<file path="src/rtl/prog_loader_pkg.sv">
// Shared definitions for the byte-stream program loader: state encodings,
// error codes and the default frame sync marker.
package prog_loader_pkg;

    typedef enum logic [2:0] {
        ST_IDLE = 3'd0,
        ST_LEN  = 3'd1,
        ST_DATA = 3'd2,
        ST_CHK  = 3'd3,
        ST_DONE = 3'd4,
        ST_ERR  = 3'd5
    } loader_state_t;

    localparam logic [1:0] ERR_NONE    = 2'b00;
    localparam logic [1:0] ERR_CHK     = 2'b01;
    localparam logic [1:0] ERR_TIMEOUT = 2'b10;

    localparam logic [7:0] DEF_SYNC_BYTE = 8'hA5;

endpackage

</file>
<file path="src/rtl/prog_loader.sv">
// Program loader: parses SYNC/LEN/data/CHK frames from a byte stream, writes
// the data into RAM and keeps the CPU in reset until a frame verifies.
module prog_loader
    import prog_loader_pkg::*;
#(
    parameter int unsigned            ADDR_WIDTH = 8,
    parameter int unsigned            DATA_WIDTH = 8,
    parameter logic [DATA_WIDTH-1:0]  SYNC_BYTE  = DATA_WIDTH'(DEF_SYNC_BYTE),
    parameter logic [ADDR_WIDTH-1:0]  BASE_ADDR  = '0,
    parameter int unsigned            TIMEOUT    = 1024
) (
    input  logic                  clk,
    input  logic                  reset,
    input  logic                  rx_valid,
    input  logic [DATA_WIDTH-1:0] rx_data,
    output logic                  rx_ready,
    output logic [ADDR_WIDTH-1:0] ram_addr,
    output logic [DATA_WIDTH-1:0] ram_data,
    output logic                  ram_write_en,
    output logic                  cpu_hold,
    output logic                  done,
    output logic [1:0]            err
);

    localparam int unsigned REM_W  = DATA_WIDTH + 1;
    localparam int unsigned IDLE_W = (TIMEOUT > 2) ? $clog2(TIMEOUT) : 1;

    loader_state_t         state, state_nxt;
    logic [REM_W-1:0]      remaining, remaining_nxt;
    logic [DATA_WIDTH-1:0] sum, sum_nxt;
    logic [ADDR_WIDTH-1:0] addr, addr_nxt;
    logic [IDLE_W-1:0]     idle_cnt;

    logic                  wr_en_nxt;
    logic [ADDR_WIDTH-1:0] wr_addr_nxt;
    logic [DATA_WIDTH-1:0] wr_data_nxt;
    logic                  hold_nxt;
    logic                  done_nxt;
    logic [1:0]            err_nxt;

    logic                  accept;
    logic                  in_frame;
    logic                  timeout_hit;
    logic [DATA_WIDTH-1:0] chk_sum;

    // The loader never back-pressures the stream.
    assign rx_ready    = 1'b1;
    assign accept      = rx_valid;
    assign in_frame    = (state == ST_LEN) || (state == ST_DATA) || (state == ST_CHK);
    assign timeout_hit = in_frame && !accept && (idle_cnt == IDLE_W'(TIMEOUT - 2));
    assign chk_sum     = sum + rx_data;

    always_ff @(posedge clk or negedge reset) begin
        if (!reset) state <= ST_IDLE;
        else        state <= state_nxt;
    end

    always_comb begin
        state_nxt     = state;
        remaining_nxt = remaining;
        sum_nxt       = sum;
        addr_nxt      = addr;
        wr_en_nxt     = 1'b0;
        wr_addr_nxt   = ram_addr;
        wr_data_nxt   = ram_data;
        hold_nxt      = cpu_hold;
        done_nxt      = done;
        err_nxt       = err;

        case (state)
            ST_IDLE, ST_DONE, ST_ERR: begin
                if (accept && rx_data == SYNC_BYTE) begin
                    state_nxt = ST_LEN;
                    hold_nxt  = 1'b1;
                    done_nxt  = 1'b0;
                    err_nxt   = ERR_NONE;
                end
            end
            ST_LEN: begin
                if (accept) begin
                    // A zero length byte encodes a full 2^DATA_WIDTH image.
                    remaining_nxt = (rx_data == '0) ? (REM_W'(1) << DATA_WIDTH)
                                                    : REM_W'(rx_data);
                    sum_nxt       = '0;
                    addr_nxt      = BASE_ADDR;
                    state_nxt     = ST_DATA;
                end
            end
            ST_DATA: begin
                if (accept) begin
                    wr_en_nxt     = 1'b1;
                    wr_addr_nxt   = addr;
                    wr_data_nxt   = rx_data;
                    sum_nxt       = chk_sum;
                    addr_nxt      = addr + ADDR_WIDTH'(1);
                    remaining_nxt = remaining - REM_W'(1);
                    if (remaining == REM_W'(1)) state_nxt = ST_CHK;
                end
            end
            ST_CHK: begin
                if (accept) begin
                    if (chk_sum == '0) begin
                        state_nxt = ST_DONE;
                        hold_nxt  = 1'b0;
                        done_nxt  = 1'b1;
                    end else begin
                        state_nxt = ST_ERR;
                        err_nxt   = ERR_CHK;
                    end
                end
            end
            default: state_nxt = ST_IDLE;
        endcase

        if (timeout_hit) begin
            state_nxt = ST_ERR;
            err_nxt   = ERR_TIMEOUT;
            hold_nxt  = 1'b1;
            done_nxt  = 1'b0;
        end
    end

    // Frame datapath and registered RAM/CPU-control outputs.
    always_ff @(posedge clk or negedge reset) begin
        if (!reset) begin
            remaining    <= '0;
            sum          <= '0;
            addr         <= BASE_ADDR;
            ram_write_en <= 1'b0;
            ram_addr     <= BASE_ADDR;
            ram_data     <= '0;
            cpu_hold     <= 1'b1;
            done         <= 1'b0;
            err          <= ERR_NONE;
        end else begin
            remaining    <= remaining_nxt;
            sum          <= sum_nxt;
            addr         <= addr_nxt;
            ram_write_en <= wr_en_nxt;
            ram_addr     <= wr_addr_nxt;
            ram_data     <= wr_data_nxt;
            cpu_hold     <= hold_nxt;
            done         <= done_nxt;
            err          <= err_nxt;
        end
    end

    // Inter-byte idle counter, only live while a frame is in progress.
    always_ff @(posedge clk or negedge reset) begin
        if (!reset)                                idle_cnt <= '0;
        else if (!in_frame || accept || timeout_hit) idle_cnt <= '0;
        else                                       idle_cnt <= idle_cnt + IDLE_W'(1);
    end

endmodule
</file>
<file path="config.mk">
export PLATFORM = sky130hd
export DESIGN_NAME = prog_loader
export DESIGN_NICKNAME = d
export VERILOG_FILES = /design/src/rtl/prog_loader_pkg.sv /design/src/rtl/prog_loader.sv
export SDC_FILE = /design/constraint.sdc
export NUM_CORES = 1
export LEC_CHECK = 0
export ABC_AREA = 1
export CORE_ASPECT_RATIO = 1.2
export CORE_MARGIN = 10
export CORE_UTILIZATION = 59
export CTS_BUF_LIST = sky130_fd_sc_hd__clkbuf_4 sky130_fd_sc_hd__clkbuf_8
export DETAILED_ROUTE_END_ITERATION = 10
export GPL_TIMING_DRIVEN = 0
export HOLD_SLACK_MARGIN = 0.15
export PLACE_DENSITY = 0.86
export SYNTH_ARGS = -nofsm -noshare
export SYNTH_HDL_FRONTEND = slang
export SYNTH_SLANG_ARGS = --single-unit
export TNS_END_PERCENT = 50
</file>
<file path="constraint.sdc">
create_clock -name clk -period 2.45 [get_ports clk]
set_input_delay 0.49 -clock clk [delete_from_list [all_inputs] [get_ports clk]]
set_output_delay 0.49 -clock clk [all_outputs]
set_load 0.01 [all_outputs]
</file>
======== After elaboration in Yosys (flattened, before gate mapping) ========
Index checks and enable logic that the tools add are counted.
cells by class
  $add $sub $neg .......................... 4
  equal/unequal tests ..................... 17
  muxes and demuxes ....................... 35
  reduce and logical (&&, ||, !) cells .... 20
operators with widths
  kind                     number
  $pmux W8 S2              2
  $mux W9                  3
  $mux W8                  3
  $mux W3                  6
  $pmux W9 S2              1
  $logic_not A8 Y1         2
  $ne A3 B3 Y1 const B     5
  $pmux W3 S4              1
  $mux W1                  11
  $add A10 B1 Y10 const B  1
  $eq A10 B10 Y1 const B   1
  $mux W10                 1
  $eq A9 B1 Y1 const B     1
  $sub A9 B1 Y9 const B    1
  $add A8 B1 Y8 const B    1
  $add A8 B8 Y8            1
  $eq A8 B8 Y1 const B     1
  $mux W2                  4
  $reduce_and A4 Y1        2
  $eq A3 B2 Y1 const B     2
  $eq A3 B3 Y1 const B     2
  $ne A3 B2 Y1 const B     2
  $reduce_and A5 Y1        1
  $logic_or A1 B1 Y1       4
  other kinds (12)         17
word-level totals
  flip-flop bits (word level) ............. 59
  input bits .............................. 11
  output and inout port bits .............. 22
  word-level logic and storage cells ...... 87

======== Depth between registers and ports, before layout ========
  depth after elaboration ................. 7
  gate-level depth with buffers ........... 14
  depth with buffers taken out ............ 14

======== Worst setup path after synthesis ========
Ideal clock, no wire load.
  kind .................................... input to register
  from .................................... in rx_data[0]
  to ...................................... reg done
  setup time .............................. 0.117 ns
  arrival time ............................ 1.877 ns
  data required time ...................... 2.333 ns
  slack ................................... 0.456 ns
  stages .................................. 14
  buffers on the path ..................... 0
  path through ............................ ha_1 > fa_1 > nand2_1 > nand2_1 > nand3_2 > nand2_1 > nand2_1 > nand2_1 > nor2_2 > nand2_1 > nand2_1 > nand2_2 > nand2_1 > nand2_1
between the ends
  word-level cells in the longest chain between the ends .. 4
  elaborated cells between the ends (all ways) .. 7
  classes of those cells .................. add/sub: 1; eq/ne: 3; reduce/logical: 3
ends and longest elaborated chain
  what                                                     RTL line                               RTL
  start: declaration                                       prog_loader.sv:15                      input logic [DATA_WIDTH-1:0] rx_data,
  $add A8 B8 Y8 or $eq A8 B8 Y1 (tied branches)            prog_loader.sv:51, prog_loader.sv:72
  $logic_not A8 Y1 or $logic_and A1 B1 Y1 (tied branches)  prog_loader.sv:102, prog_loader.sv:72
  $ne A3 B2 Y1 (no line) or $ne A3 B3 Y1 (tied branches)   n/a
  $reduce_and A4 Y1 (no line) *                            n/a
  end signal: assignment                                   prog_loader.sv:143                     done <= done_nxt;
  end: declaration                                         prog_loader.sv:21                      output logic done,
Mark *: on every way between the ends. The rest lies on a longest branch, timed or not.
A chain may end at the register's enable or synchronous reset.

======== Worst setup path after layout ========
  from .................................... in rx_data[3]
  to ...................................... reg done
Same word-level chain as after synthesis.

==> results.sh <==
export IMPL_status="complete, no violations"
export IMPL_ys_ff_latch=59
export IMPL_coreArea_um2=5330
export IMPL_die_area_um2=8930
export IMPL_timing_hold_ws_ns=0.172
export IMPL_critPathLaunch="rx_data[3]"
export IMPL_yosysSeqAreaShare=0.452
export IMPL_synth_most_common_cell="nand2_1"
export IMPL_synthCells=410
export IMPL_power_report_internal_total_mw=2.60
export IMPL_fmax_mhz=445
export IMPL_wl_per_cell_um=14.0
export IMPL_synth_commonest_cells="101 x nand2_1, 58 x dfrtp_1, 57 x inv_1"
export IMPL_postSynth_asyncResetShare=1.00
export IMPL_num_rows=29
export IMPL_drive_gt1_frac=0.118
export IMPL_cp_depth=13
export IMPL_hold_path_class="in -> async"
export IMPL_area_growth_pct=19.3
export IMPL_critPathCapture="done$_DFFE_PN0P_"
export IMPL_syn_area_per_cell_um2=7.97
export IMPL_final_cells=520
export IMPL_drcViolationCount=0
export IMPL_r2r_end="done$_DFFE_PN0P_"
export IMPL_drtPass1Iterations=5
export IMPL_finalClockSkew_ns=0.00594
export IMPL_clk_path_buf_depth=2
export IMPL_worst_path_buf_inv=1
export IMPL_leakage_nw=1.98
export IMPL_synth_edf_count=0
export IMPL_cp_start_kind="input port"
export IMPL_diodes=0
export IMPL_utilization=0.731
export IMPL_fillCellCount=388
export IMPL_p_switching_mw=1.62
export IMPL_grt_pass1_wl_um=12400
export IMPL_ctsHoldBuffers=0
export IMPL_vdd_ir_drop_max_mv=0.698
export IMPL_post_synth_top_area_cell="dfrtp_1"
export IMPL_ys_flop_type="dfrtp_1"
export IMPL_finalMaxSlewViolations=0
export IMPL_root_buffer="clkbuf_8"
export IMPL_post_cts_resized=1
export IMPL_h_tree_depth=3
export IMPL_postRouteAntennaNets=0
export IMPL_crit_family="simple AND/OR/NAND/NOR gates"
export IMPL_synth_area_leaders="dfrtp_1 44%, nand2_1 12%, inv_1 6.5%"
export IMPL_slew_headroom=0.556
export IMPL_nets=477
export IMPL_cpPeakStageDelay_ns=0.53
export IMPL_critPathCaptureType="flip-flop"
export IMPL_pin_count=33
export IMPL_period_share=0.916
export IMPL_via_per_inst=5.48
export IMPL_powerDensity_nw_per_um2=1080
export IMPL_drt_wl_total_um=7300
export IMPL_cp_slowest_cell="clkdlybuf4s50_1"
export IMPL_swShare=0.383
export IMPL_synth_top_area_share=0.444
export IMPL_drt_iter0_drc=205
export IMPL_seqPwrFrac=0.346
export IMPL_vias=2850
export IMPL_gp_congestion=0.906
export IMPL_cpMostUsedCell="nand2_1"
export IMPL_dpl_cell_count=504
export IMPL_grt_max_degree=32
export IMPL_place_hpwl_um=5510
export IMPL_setup_violations_final=0
export IMPL_timing_rr_start="sum[0]$_DFFE_PN0P_"
export IMPL_grt_pass1_vias=2751
export IMPL_finalHoldViolCount=0
export IMPL_cts_buffers=9
export IMPL_clk_pin_slew_worst_paths_ns=0.07
export IMPL_r2r_slack_ns=0.34
export IMPL_worst_pin_slew_ns=0.665
export IMPL_grt_antenna_before_repair=0
export IMPL_syn_nets=434
export IMPL_cts_sinks=59
export IMPL_grt_usage=0.173
export IMPL_crit_chain="clkdlybuf4s50_1 > ha_1 > or2_4 > nand2_1 > nand2_1 > nand2_1 > nand3_1 > nor2_2 > nand2_1 > nand2_1 > nand2_2 > nand2_1 > nand2_1"
export IMPL_crit_required_ns=2.69
export IMPL_clock_latency_ns=0.34
export IMPL_gr_total_overflow=0
export IMPL_yosysWarnings=0
export IMPL_syn_area_um2=3270
export IMPL_initial_core_util=0.613
export IMPL_worstPathMaxFanout=4
export IMPL_die_h_um=102
export IMPL_p_comb_frac=0.415
export IMPL_cts_tree="done"
export IMPL_rsz0062_at_grt="false"
export IMPL_min_period_ns=2.24
export IMPL_die_w_um=87.9
export IMPL_worstPathArrival_ns=2.48
export IMPL_post_cts_buffers=0
export IMPL_power_frac_clock=0.239
export IMPL_ys_types=41
export IMPL_io_buffers=31
export IMPL_critPathKind="in -> reg"
export IMPL_rr_worst_depth=14
export IMPL_maxCapViolCount=0
==> logic make-up after synthesis <==
| kind of cell | after synthesis | share of synthesized area |
|---|---|---|
| compound gates | 74 | 0.131 |
| xor+xnor | 4 | 0.0107 |
| fa+ha+maj | 13 | 0.0521 |
| buf+inv | 71 | 0.0877 |
| flops | 59 | 0.452 |
| other cells | 1 | 0.00115 |
| simple gates | 188 | 0.266 |
==> through the flow <==
| stage | TNS, ns | power (mW) | cell area [µm²] | setup slack (ns) |
|---|---|---|---|---|
| 3_3_place_gp | -53.89 | 3.12 | 3660 | -0.904 |
| 6_report | 0 | 4.22 | 3900 | 0.205 |
| 4_1_cts | 0 | 4.24 | 3900 | 0.147 |
| 3_5_place_dp | -1.56 | 3.22 | 3670 | -0.359 |
| 2_1_floorplan | 0 | 2.62 | 3270 | 0.456 |
| 5_1_grt | 0 | 4.53 | 3900 | 0.0259 |
==> worst min-delay path by stage <==
stage / start / to / slack [ns] / cells after the start
2_1_floorplan: reset / addr[0]$_DFFE_PN0P_ / 0.19 / 0
3_3_place_gp: ram_addr[0]$_DFFE_PN0P_ / ram_addr[0]$_DFFE_PN0P_ / 0.45 / 2
3_5_place_dp: ram_data[1]$_DFFE_PN0P_ / ram_data[1]$_DFFE_PN0P_ / 0.46 / 2
4_1_cts: reset / ram_addr[1]$_DFFE_PN0P_ / 0.18 / 1
5_1_grt: reset / ram_addr[1]$_DFFE_PN0P_ / 0.22 / 1
6_report: reset / ram_addr[2]$_DFFE_PN0P_ / 0.17 / 1
==> power by group through the flow <==
stage                     registers (mW)  clock network (mW)  logic (mW)
after floorplan                     1.50                   0        1.12
after global placement              1.45                   0        1.67
after detailed placement            1.47                   0        1.74
after CTS                           1.46                1.02        1.76
after global routing                1.50                1.06        1.97
final                               1.46                1.01        1.75
==> routing by layer <==
layer  part of all wire  vias to the layer above  GRT usage
met5                  0                        -          0
met4              0.021                        0     0.0885
met3              0.062                       18     0.0466
met2               0.51                       82      0.288
met1               0.40                     1342      0.198
li1                   -                     1408          -
==> registers in the layout (all words and copies together) (netlist names) <==
name	flops
addr	8
sum	8
ram_data	8
done	1
err	2
remaining	9
cpu_hold	1
ram_write_en	1
ram_addr	8
state	3
idle_cnt	10
==> cell type report <==
cell class | instances | area (µm²) | share of cell area
clock buffers | 11 | 151 | 0.0388
well taps | 62 | 77.6 | 0.0199
clock inverters | 5 | 75.1 | 0.0193
multi-input cells | 280 | 1500 | 0.386
inverters | 62 | 234 | 0.0600
plain buffers | 9 | 52.6 | 0.0135
flip-flops and latches | 59 | 1480 | 0.379
repair buffers | 32 | 327 | 0.0838
==> worst register-to-register path: stages, from the launching register on <==
cell	delay, ns
dfrtp_1	0.38
ha_1	0.21
fa_1	0.42
nand2_1	0.08
nand2_1	0.10
nand2_1	0.08
nand2_1	0.04
nand2_1	0.07
nand3_1	0.11
nor2_2	0.18
nand2_1	0.07
nand2_1	0.09
nand2_2	0.06
nand2_1	0.06
nand2_1	0.05
==> placed cells by master (no fill, tap or decap), types with 3 or more instances in the layout <==
cell type,synthesis,layout
a21oi_1,17,17
a22o_1,4,4
buf_2,3,4
clkbuf_1,3,3
clkbuf_8,0,11
clkdlybuf4s50_1,0,28
clkinv_2,1,4
dfrtp_1,58,58
ha_1,12,12
inv_1,57,57
inv_2,4,4
nand2_1,101,101
nand2_2,4,4
nand3_1,20,20
nand3_2,5,5
nand4_1,4,4
nor2_1,32,32
nor2_2,4,4
nor3_1,10,10
o21ai_0,37,37
o21ai_1,3,3
o22ai_1,5,5
xor2_1,3,3
Power figures use the tool's default switching activity.
